$ cat src/rtl/uart_hex_formatter.sv
// ---------------------------------------------------------------------------
// uart_hex_formatter
//
// Feeds the UART transmitter. Takes one binary word on a valid/ready input
// port and sends it out as ASCII hex characters, most significant nibble
// first. When APPEND_CRLF is set, CR (0x0D) and LF (0x0A) follow the digits.
// The byte-wide output port connects directly to the transmitter's
// valid/ready/data inputs. The block runs on the transmitter's 16x sampling
// clock.
//
// Parameters:
//   NIBBLES     - hex digits per word (1..16); in_data is 4*NIBBLES bits wide
//   APPEND_CRLF - 1: send CR LF after the last digit; 0: send nothing extra
//   UPPERCASE   - 1: digits 10..15 map to 'A'..'F'; 0: map to 'a'..'f'
//
// Ports:
//   uart_sampling_clk - clock, shared with the transmitter
//   reset             - asynchronous, active-low (0 resets, 1 runs)
//   in_valid/in_ready - word handshake; in_ready is high only in IDLE
//   in_data           - word to format
//   out_valid/out_ready - character handshake with the transmitter
//   out_data          - ASCII character, decoded from registered state only
//   busy              - high while a word is being emitted
// ---------------------------------------------------------------------------
module uart_hex_formatter #(
  parameter int NIBBLES     = 8,
  parameter int APPEND_CRLF = 1,
  parameter int UPPERCASE   = 1
) (
  input  logic                   uart_sampling_clk,
  input  logic                   reset,
  input  logic                   in_valid,
  output logic                   in_ready,
  input  logic [4*NIBBLES-1:0]   in_data,
  output logic                   out_valid,
  input  logic                   out_ready,
  output logic [7:0]             out_data,
  output logic                   busy
);

  localparam int IDX_W = (NIBBLES > 1) ? $clog2(NIBBLES) : 1;
  localparam logic [IDX_W-1:0] IDX_LAST = IDX_W'(NIBBLES - 1);

  typedef enum logic [1:0] {
    S_IDLE,
    S_HEX,
    S_CR,
    S_LF
  } state_t;

  state_t                 r_state;
  state_t                 w_nextState;
  logic [4*NIBBLES-1:0]   r_word;
  logic [4*NIBBLES-1:0]   w_nextWord;
  logic [IDX_W-1:0]       r_idx;
  logic [IDX_W-1:0]       w_nextIdx;
  logic [3:0]             w_nibble;
  logic [7:0]             w_hexChar;

  always_ff @(posedge uart_sampling_clk or negedge reset) begin
    if (!reset) begin
      r_state <= S_IDLE;
      r_word  <= '0;
      r_idx   <= '0;
    end else begin
      r_state <= w_nextState;
      r_word  <= w_nextWord;
      r_idx   <= w_nextIdx;
    end
  end

  // The terminal idx==0 check runs before any decrement, so idx never wraps.
  // With NIBBLES=1, IDX_LAST is 0, which keeps idx at a constant 0.
  always_comb begin
    w_nextState = r_state;
    w_nextWord  = r_word;
    w_nextIdx   = r_idx;
    case (r_state)
      S_IDLE: begin
        if (in_valid) begin
          w_nextState = S_HEX;
          w_nextWord  = in_data;
          w_nextIdx   = IDX_LAST;
        end
      end
      S_HEX: begin
        if (out_ready) begin
          if (r_idx != '0) begin
            w_nextIdx = r_idx - 1'b1;
          end else if (APPEND_CRLF != 0) begin
            w_nextState = S_CR;
          end else begin
            w_nextState = S_IDLE;
          end
        end
      end
      S_CR: begin
        if (out_ready) begin
          w_nextState = S_LF;
        end
      end
      S_LF: begin
        if (out_ready) begin
          w_nextState = S_IDLE;
        end
      end
      default: begin
        w_nextState = S_IDLE;
      end
    endcase
  end

  // Nibble select by comparison rather than a variable part-select. This
  // stays width-clean for any NIBBLES, including non-powers of two.
  always_comb begin
    w_nibble = 4'h0;
    for (int i = 0; i < NIBBLES; i++) begin
      if (r_idx == IDX_W'(i)) begin
        w_nibble = r_word[4*i +: 4];
      end
    end
  end

  // 0x37 and 0x57 are 'A'-10 and 'a'-10, so one add covers the whole letter range.
  always_comb begin
    if (w_nibble < 4'd10) begin
      w_hexChar = 8'h30 + {4'h0, w_nibble};
    end else if (UPPERCASE != 0) begin
      w_hexChar = 8'h37 + {4'h0, w_nibble};
    end else begin
      w_hexChar = 8'h57 + {4'h0, w_nibble};
    end
  end

  always_comb begin
    case (r_state)
      S_HEX:   out_data = w_hexChar;
      S_CR:    out_data = 8'h0D;
      S_LF:    out_data = 8'h0A;
      default: out_data = 8'h00;
    endcase
  end

  assign in_ready  = (r_state == S_IDLE);
  assign out_valid = (r_state != S_IDLE);
  assign busy      = out_valid;

endmodule

$ cat config.mk
export PLATFORM = sky130hd
export DESIGN_NAME = uart_hex_formatter
export DESIGN_NICKNAME = d
export VERILOG_FILES = /design/src/rtl/uart_hex_formatter.sv
export SDC_FILE = /design/constraint.sdc
export NUM_CORES = 1
export LEC_CHECK = 0
export ABC_CLOCK_PERIOD_IN_PS = 3200
export BUFFER_PORTS_ARGS = -buffer_cell sky130_fd_sc_hd__clkbuf_2
export CAP_MARGIN = 20
export CORE_UTILIZATION = 30
export CTS_CLUSTER_SIZE = 25
export DETAILED_ROUTE_END_ITERATION = 8
export GPL_ROUTABILITY_DRIVEN = 0
export GPL_TIMING_DRIVEN = 0
export PLACE_DENSITY = 0.48
export SLEW_MARGIN = 40
export SYNTH_ARGS = -nofsm -noshare
export SYNTH_HDL_FRONTEND = slang
export SYNTH_SLANG_ARGS = --single-unit
$ cat constraint.sdc
create_clock -name uart_sampling_clk -period 3.2 [get_ports uart_sampling_clk]
set_input_delay 0.64 -clock uart_sampling_clk [delete_from_list [all_inputs] [get_ports uart_sampling_clk]]
set_output_delay 0.64 -clock uart_sampling_clk [all_outputs]
set_load 0.005 [all_outputs]
==> reports/results.tsv, run 1 <==
stage	metric	value	unit
worst_setup_path	rr_startpoint	r_state[0]	
timing	clock_skew	0.00377	ns
placed_design	post-place-ws	0.0845	ns
worst_setup_path	cp_max_fo	10	
synthesis	avgSynthCellArea	11.5	um2
worst_setup_path	end_kind	primary output	
power	power_density	1120	nW/um2
worst_setup_path	crit_chain	buf_6 > ha_4 > buf_6 > a21oi_2 > o21ai_2 > a22o_1 > a21oi_2 > ha_2 > a221oi_2 > a21o_1 > clkbuf_2	
clocking	cts_root_buf	clkbuf_8	
synthesis	synth_ff_type	dfrtp_1	
detailed_routing	wl_per_cell	13.9	um
detailed_routing	drtIter0Drc	53	
worst_setup_path	slowest_delay	0.43	ns
synthesis	synth_top_area_frac	0.432	
floorplanning	die_h	86.5	um
final_layout	final_cell_area	2750	um2
final_layout	nNetsFinal	295	
grt	grt_start_max_net_pins	38	
timing	min_period	3.16	ns
clocking	clk_latency	0.29	ns
synthesis	syn_inst	187	
grt	track_usage	0.140	
synthesis	synth_edf_count	0	
synthesis	ys_async_sr_fraction	1.00	
clocking	cts_tree	built	
status	status	completed	
placed_design	placedInstanceArea	2490	um2
clocking	htree_levels	2	
synthesis	synth_top_area_cell	dfrtp_1	
timing	worst_slew_pin_slew	0.559	ns
final_layout	n_antenna_cell	0	
min_path	hp-class	input pin to asynchronous set/reset pin	
synthesis	synth.area.top_cells	dfrtp_1, mux2_2, ha_1, nand2_1, a21oi_1	
timing	slew_headroom	0.627	
synthesis	syn-num-nets	233	
floorplanning	initial_utilization	0.314	
floorplanning	pin_count	47	
worst_setup_path	cp.required	2.56	ns
worst_setup_path	startpoint_type	flip-flop	
synthesis	synth-seq-area-share	0.432	
timing	rsz0062_at_grt	true	
detailed_routing	dr.pass1.iters	4	
placed_design	dpl.cell_count	328	
detailed_routing	dr_total_vias	1580	
detailed_routing	antenna_left	0	
final_layout	syn_to_final_growth	28.5	%
timing	fin_tns_setup	0	ns
clocking	cts.clk_slew.worst_paths	0.08	ns
synthesis	synth_warnings	0	
timing	hold_ws	0.345	ns
timing	hold_viol_final	0	
clocking	clock_sinks	37	
flow_run	cap_violations	0	
worst_setup_path	arrival	2.52	ns
synthesis	ys_types	40	
power	peakVddDrop	0.000387	V
worst_setup_path	critPathSlowestCell	dfrtp_1	
worst_setup_path	worstSetupPathType	flip-flop to primary output	
floorplanning	coreArea	6830	um2
floorplanning	die_x	86.5	um
power	p_leak	1.24	nW
synthesis	synth.top_cells.by_count	dfrtp_1, mux2_2, nand2_1, inv_1	
grt	grt_overflow	0	
final_layout	stdcell_count	346	
timing	setup_ws	0.0367	ns
detailed_routing	wl	4800	um
timing	period_share	0.989	
timing	slew_viol_final	0	
synthesis	ys_seq_elements	37	
placed_design	port_buffers	45	
floorplanning	num_rows	30	
detailed_routing	vias_per_cell	4.57	
detailed_routing	drc_errors	0	
grt	grt_pass1_wl	7840	um
timing	fmax	316	MHz
placed_design	hpwl	3410	um
synthesis	syn-cell-area	2140	um2
clocking	cts_buffer_depth	2	
clocking	cts_hold_buf	0	
grt	grt_antenna_before_repair	0	
final_layout	drive_gt1_frac	0.508	
synthesis	yosysMostFrequentCell	dfrtp_1	
timing	setup_violations	0	
grt	grt_pass1_vias	1550	
worst_setup_path	cp-startpoint	r_idx[0]	
worst_setup_path	worstRegToRegCells	5	
clocking	cts_buffers	5	
floorplanning	dieArea	7480	um2
==> report_power, final <==
group | internal (W) | switching, W | total [W]
clock network | 0.000254 | 0.000174 | 0.000428
registers | 0.000710 | 0.000144 | 0.000853
logic | 0.000903 | 0.000885 | 0.00179
total | 0.00187 | 0.00120 | 0.00307
==> timing repair <==
item,CTS,global route
setup buffers,4,7
gates resized for setup,7,11
pin swaps,4,8
setup endpoints to repair,4,6
==> worst paths after layout <==
| path | to | slack (ns) |
|---|---|---|
| min in group uart_sampling_clk | r_word[22] | 0.51 |
| max in group asynchronous | r_idx[1] | 2.46 |
| worst min register to register | r_word[22] | 0.51 |
| worst max-delay path | out_data[1] | 0.04 |
| worst max register to register | r_word[20] | 1.11 |
| worst min-delay path | r_word[25] | 0.34 |
==> layout make-up <==
class	count	area, um2
fillers	717	4080
multi-input cells	128	1150
flip-flops and latches	37	927
repair buffers	55	307
well taps	96	120
clock buffers	7	86.3
plain buffers	10	82.6
inverters	12	45.0
clock inverters	1	30.0
==> layout by cell type (no fill, tap or decap), drive strengths merged <==
cell type  instances
ha                10
mux2              32
a22o               1
buf               19
nand4              1
xor2               2
conb               1
a2111oi            1
nor3b              5
o22ai              1
a21boi             1
o211a              1
nand3b             3
a21o               1
a211o              1
dfrtp             37
a221oi             4
clkbuf            53
nand2b             2
o21ai             10
o211ai             3
a21oi             11
nor2               6
nand2             17
inv               12
and3               4
nor3               3
bufinv             1
a211oi             2
a31oi              1
nor2b              4
==> critical path: cells and delay by family (launching register included) <==
family / cells / cell delay [ns]
fa+ha+maj: 2 / 0.47
compound gates: 6 / 0.95
buf+inv: 3 / 0.38
flops: 1 / 0.43
==> stage by stage <==
step / util / power [W]
after floorplan: - / 0.00202
after global placement: 0.364 / 0.00239
after detailed placement: 0.364 / 0.00242
after CTS: 0.390 / 0.00296
after global routing: 0.403 / 0.00333
final: 0.403 / 0.00307
==> cells by family (layout without fill, tap and decap cells) <==
group	after synthesis	count (layout)	synth area share
adder cells (fa/ha/maj)	10	10	0.0584
buffers and inverters	22	85	0.0549
AND/OR/NAND/NOR	45	45	0.124
multiplexers	32	32	0.168
flip-flops	37	37	0.432
XOR/XNOR	2	2	0.00818
other	1	1	0.00175
AO/OA/AOI/OAI	38	38	0.152
==> routing by layer <==
layer / part of all wire / vias to the layer above / GRT usage
met5: 0 / - / 0
met4: 0.012 / 0 / 0.0500
met3: 0.036 / 8 / 0.0305
met2: 0.44 / 32 / 0.209
met1: 0.51 / 767 / 0.199
li1: - / 773 / -
==> flip-flops by register name, summed over array words and instances (netlist names) <==
name / cells
r_idx: 3
r_word: 32
r_state: 2
Note: power is estimated with default switching activity, not from simulation.
==> run 2: changes to the inputs <==
--- a/config.mk
+++ b/config.mk
@@ -15,4 +15,5 @@
 export GPL_TIMING_DRIVEN = 0
 export PLACE_DENSITY = 0.48
+export REMOVE_ABC_BUFFERS = 1
 export SLEW_MARGIN = 40
 export SYNTH_ARGS = -nofsm -noshare
==> constraint.sdc (replaced) <==
create_clock -name uart_sampling_clk -period 3.2 [get_ports uart_sampling_clk]
set_input_delay 0.16 -clock uart_sampling_clk [delete_from_list [all_inputs] [get_ports uart_sampling_clk]]
set_output_delay 0.16 -clock uart_sampling_clk [all_outputs]
set_load 0.005 [all_outputs]
==> run 2 against run 1 <==
Effect of this change:
- via count decreased by 5.8%
- die area unchanged
- combinational power down 16%
- worst hold slack lost 0.26 ns
- core utilization down 2.7 points
- flip-flop and latch count is the same
- global-route usage shrank 1.4 points
- maximum frequency grew 5.6%
- largest power group unchanged
- critical endpoint unchanged
- critical path depth fell by 1
- first-iteration DRC count is 64% higher
- clock skew rose by 0.0040 ns
- highest routed layer unchanged
- count of clock-buffer cells in the layout fell by 2
==> reports/results.tsv, run 2 (synthesized netlist as in run 1, its figures left out) <==
stage	metric	value	unit
worst_setup_path	rr_endpoint	r_state[0]	
timing	worst_slew_pin_slew	0.536	ns
final_layout	stdcell_count	328	
clocking	cts_root_buf	clkbuf_8	
placed_design	dpl.cell_count	319	
final_layout	drive_gt1_frac	0.457	
worst_setup_path	worst-r2r-setup-slack	1.23	ns
final_layout	final_common_cell	clkbuf_2	
timing	slew_viol_final	0	
clocking	htree_levels	2	
timing	setup_violations	0	
detailed_routing	drtIter0Drc	87	
clocking	postCtsSetupRepairBufs	0	
clocking	cts_buffer_depth	2	
final_layout	nNetsFinal	277	
timing	hold_viol_final	0	
final_layout	utilization	0.376	
min_path	hp-class	input pin to flip-flop	
detailed_routing	drc_errors	0	
floorplanning	num_rows	30	
final_layout	layout_common_cells	clkbuf_2, dfrtp_1, mux2_2	
timing	min_period	2.99	ns
floorplanning	initial_utilization	0.314	
timing	clock_skew	0.00772	ns
final_layout	reg_top3	r_word x32, r_idx x3, r_state x2	
timing	fmax	334	MHz
floorplanning	dieArea	7480	um2
detailed_routing	wl_per_cell	13.5	um
clocking	cts_buffers	5	
power	power_density	1050	nW/um2
worst_setup_path	cp_max_fo	9	
timing	fin_tns_setup	0	ns
worst_setup_path	end_kind	primary output	
worst_setup_path	arrival	2.83	ns
power	peakVddDrop	0.000400	V
detailed_routing	wl	4440	um
clocking	clock_sinks	37	
clocking	cts.clk_slew.worst_paths	0.08	ns
grt	grt_start_max_net_pins	38	
placed_design	port_buffers	45	
grt	grt_overflow	0	
floorplanning	die_h	86.5	um
final_layout	regMostFlops	r_word	
grt	track_usage	0.126	
worst_setup_path	worstSetupPathType	flip-flop to primary output	
grt	grt_pass1_wl	7130	um
worst_setup_path	cp.required	3.04	ns
flow_run	cap_violations	0	
grt	grt_antenna_before_repair	0	
final_layout	n_antenna_cell	0	
grt	grt_pass1_vias	1438	
detailed_routing	vias_per_cell	4.54	
worst_setup_path	cp-startpoint	r_idx[0]	
timing	slew_headroom	0.643	
timing	hold_ws	0.0862	ns
status	status	completed	
floorplanning	die_x	86.5	um
placed_design	placedInstanceArea	2450	um2
detailed_routing	dr.pass1.iters	6	
detailed_routing	antenna_left	0	
floorplanning	pin_count	47	
worst_setup_path	startpoint_type	flip-flop	
final_layout	syn_to_final_growth	19.9	%
placed_design	hpwl	3230	um
clocking	clk_latency	0.29	ns
worst_setup_path	endpoint	out_data[1]	
final_layout	largest_reg_flops	32	
detailed_routing	dr_total_vias	1489	
worst_setup_path	worstRegToRegCells	7	
worst_setup_path	rr_startpoint	r_idx[0]	
timing	period_share	0.936	
final_layout	final_cell_area	2570	um2
clocking	cts_tree	built	
power	p_leak	1.14	nW
floorplanning	coreArea	6830	um2
timing	rsz0062_at_grt	false	
run 2: layout make-up:
type,instances,area (um2)
Clock buffer,5,68.8
Clock inverter,3,21.3
Fill cell,734,4260
Inverter,12,45.0
Multi-Input combinational cell,128,1120
Sequential cell,37,926
Tap cell,96,120
Timing Repair Buffer,47,265
run 2: how the worst min path moves through the flow:
stage,start,to,slack [ns],cells past startpoint
after floorplan,reset,r_idx[0],-0.14,0
final,in_data[2],r_word[2],0.09,2
after CTS,in_data[2],r_word[2],0.08,2
after global routing,in_data[20],r_word[20],0.09,2
after detailed placement,reset,r_word[26],0.21,1
after global placement,reset,r_word[27],0.37,1
run 2: metrics by stage:
step / power (W) / setup WS [ns]
after floorplan: 0.00196 / 0.741
after global placement: 0.00232 / 0.273
after detailed placement: 0.00236 / 0.277
after CTS: 0.00271 / 0.0762
after global routing: 0.00293 / 0.0344
final: 0.00270 / 0.206
run 2: worst max-delay path, cell delays in order, from the launching register on:
cell	delay (ns)
dfrtp_1	0.41
inv_1	0.18
ha_2	0.35
nand2_1	0.08
o211a_1	0.25
a2111oi_4	0.33
a21oi_2	0.09
ha_1	0.30
a221oi_1	0.32
a21o_1	0.13
clkbuf_2	0.11
run 2: where the power goes:
group | switching (W) | internal [W]
registers | 0.000155 | 0.000708
logic | 0.000777 | 0.000720
clock network | 0.000183 | 0.000155
run 2: repair_timing:
item	in CTS	in global routing
hold buffers	1	0
gates resized for setup	1	4
hold endpoints to repair	37	0
endpoints found under the setup margin	1	1
run 2: per-layer routing:
layer	global-route usage	part of all wire
met5	0	0
met4	0.0409	0.0086
met3	0.0305	0.044
met2	0.186	0.43
met1	0.181	0.51
==> run 3: changes to the inputs <==
CORE_ASPECT_RATIO = 1.75   (was unset)
==> run 3 against run 2 <==
Effect of this change:
- core utilization fell by 0.12 points
- highest routed layer unchanged
- flip-flop and latch count unchanged
- clock power grew 44%
- design area is 0.78% higher
- largest cell class unchanged
- cell count down 4.0%
- largest power group unchanged
- count of clock-buffer cells in the layout increased by 2
==> reports/results.tsv, run 3 (synthesized netlist as in run 1, its figures left out) <==
stage	metric	value	unit
detailed_routing	drtIter0Drc	29	
placed_design	dpl.cell_count	307	
detailed_routing	vias_per_cell	4.78	
final_layout	layout_common_cells	clkbuf_2, dfrtp_1, mux2_2	
grt	track_usage	0.140	
timing	slew_viol_final	0	
grt	grt_pass1_vias	1519	
final_layout	regMostFlops	r_word	
final_layout	n_antenna_cell	0	
timing	period_share	0.950	
worst_setup_path	cp-startpoint	r_idx[1]	
timing	worst_slew_pin_slew	0.773	ns
detailed_routing	wl	4570	um
final_layout	largest_reg_flops	32	
final_layout	reg_top3	r_word x32, r_idx x3, r_state x2	
detailed_routing	antenna_left	0	
floorplanning	pin_count	47	
clocking	cts_buffer_depth	2	
floorplanning	die_x	65.9	um
worst_setup_path	worstRegToRegCells	7	
worst_setup_path	crit_chain	ha_1 > nor2b_1 > nor3_2 > a211oi_4 > ha_1 > a221oi_1 > a21o_1 > clkbuf_2	
clocking	clock_sinks	37	
timing	clock_skew	0.00182	ns
clocking	cts.clk_slew.worst_paths	0.06	ns
clocking	htree_levels	2	
timing	slew_headroom	0.484	
power	power_density	1090	nW/um2
timing	min_period	3.04	ns
worst_setup_path	cp.required	3.04	ns
floorplanning	coreArea	6910	um2
worst_setup_path	endpoint	out_data[1]	
final_layout	syn_to_final_growth	20.8	%
floorplanning	initial_utilization	0.310	
timing	hold_viol_final	0	
grt	grt_start_max_net_pins	38	
power	finalPower	0.00282	W
worst_setup_path	rr_endpoint	r_state[0]	
final_layout	stdcell_count	315	
clocking	cts_tree	built	
worst_setup_path	worst-r2r-setup-slack	1.13	ns
flow_run	cap_violations	0	
timing	fin_tns_setup	0	ns
worst_setup_path	slowest_delay	0.68	ns
placed_design	port_buffers	45	
timing	rsz0062_at_grt	false	
worst_setup_path	critPathSlowestCell	ha_1	
clocking	clk_latency	0.28	ns
detailed_routing	dr_total_vias	1506	
final_layout	drive_gt1_frac	0.437	
final_layout	nNetsFinal	277	
detailed_routing	wl_per_cell	14.5	um
detailed_routing	dr.pass1.iters	4	
clocking	cts_root_buf	clkbuf_16	
timing	hold_ws	0.109	ns
worst_setup_path	rr_startpoint	r_idx[0]	
placed_design	hpwl	3350	um
worst_setup_path	worstSetupPathType	flip-flop to primary output	
grt	grt_overflow	0	
detailed_routing	drc_errors	0	
floorplanning	dieArea	7500	um2
power	peakVddDrop	0.000419	V
status	status	completed	
grt	grt_antenna_before_repair	0	
final_layout	final_common_cell	clkbuf_2	
grt	grt_pass1_wl	7670	um
power	p_leak	1.17	nW
timing	fmax	329	MHz
worst_setup_path	startpoint_type	flip-flop	
worst_setup_path	arrival	2.88	ns
worst_setup_path	cpMostUsedCell	ha_1	
floorplanning	die_h	114	um
clocking	cts_buffers	5	
worst_setup_path	end_kind	primary output	
worst_setup_path	cp_max_fo	15	
min_path	hp-class	input pin to flip-flop	
timing	setup_violations	0	
clocking	postCtsSetupRepairBufs	0	
floorplanning	num_rows	40	
run 3: routing by layer:
metal | wire, um | GRT usage
met4 | 95 | 0.0652
met3 | 191 | 0.0310
met1 | 1860 | 0.168
met2 | 2420 | 0.233
met5 | 0 | 0
run 3: power by group:
part           internal [W]  switching (W)
clock              0.000306       0.000180
combinational      0.000703       0.000767
sequential         0.000710       0.000158
run 3: worst min-delay path by stage:
stage                            from          to  depth (start not counted)
after floorplan                 reset    r_idx[0]                          0
after global placement          reset   r_word[8]                          1
after detailed placement        reset   r_word[0]                          1
after CTS                 in_data[19]  r_word[19]                          2
after global routing      in_data[26]  r_word[26]                          2
final                      in_data[1]   r_word[1]                          2
run 3: layout make-up:
class / instances / area (um2)
flip-flops and latches: 37 / 926
inverters: 12 / 45.0
clock buffers: 7 / 143
multi-input cells: 128 / 1100
fillers: 713 / 4320
repair buffers: 47 / 265
well taps: 84 / 105
run 3: worst max-delay path, delay by kind of cell (launching register included):
family | cells | cell delay [ns]
buffers and inverters | 1 | 0.10
flip-flops | 1 | 0.38
adder cells (fa/ha/maj) | 2 | 0.97
AND/OR/NAND/NOR | 2 | 0.33
AO/OA/AOI/OAI | 3 | 0.81
run 3: timing repair:
item	in CTS	in global routing
hold buffers	1	0
endpoints found under the hold margin	37	0
gates resized for setup	1	0
setup endpoints to repair	1	0
run 3: through the flow:
step / setup slack [ns] / cell area (um2) / util
finish: 0.160 / 2590 / 0.375
global route: 0.00592 / 2590 / 0.375
CTS: 0.125 / 2590 / 0.375
detailed placement: 0.232 / 2430 / 0.352
global placement: 0.287 / 2400 / 0.347
floorplan: 0.741 / 2070 / -
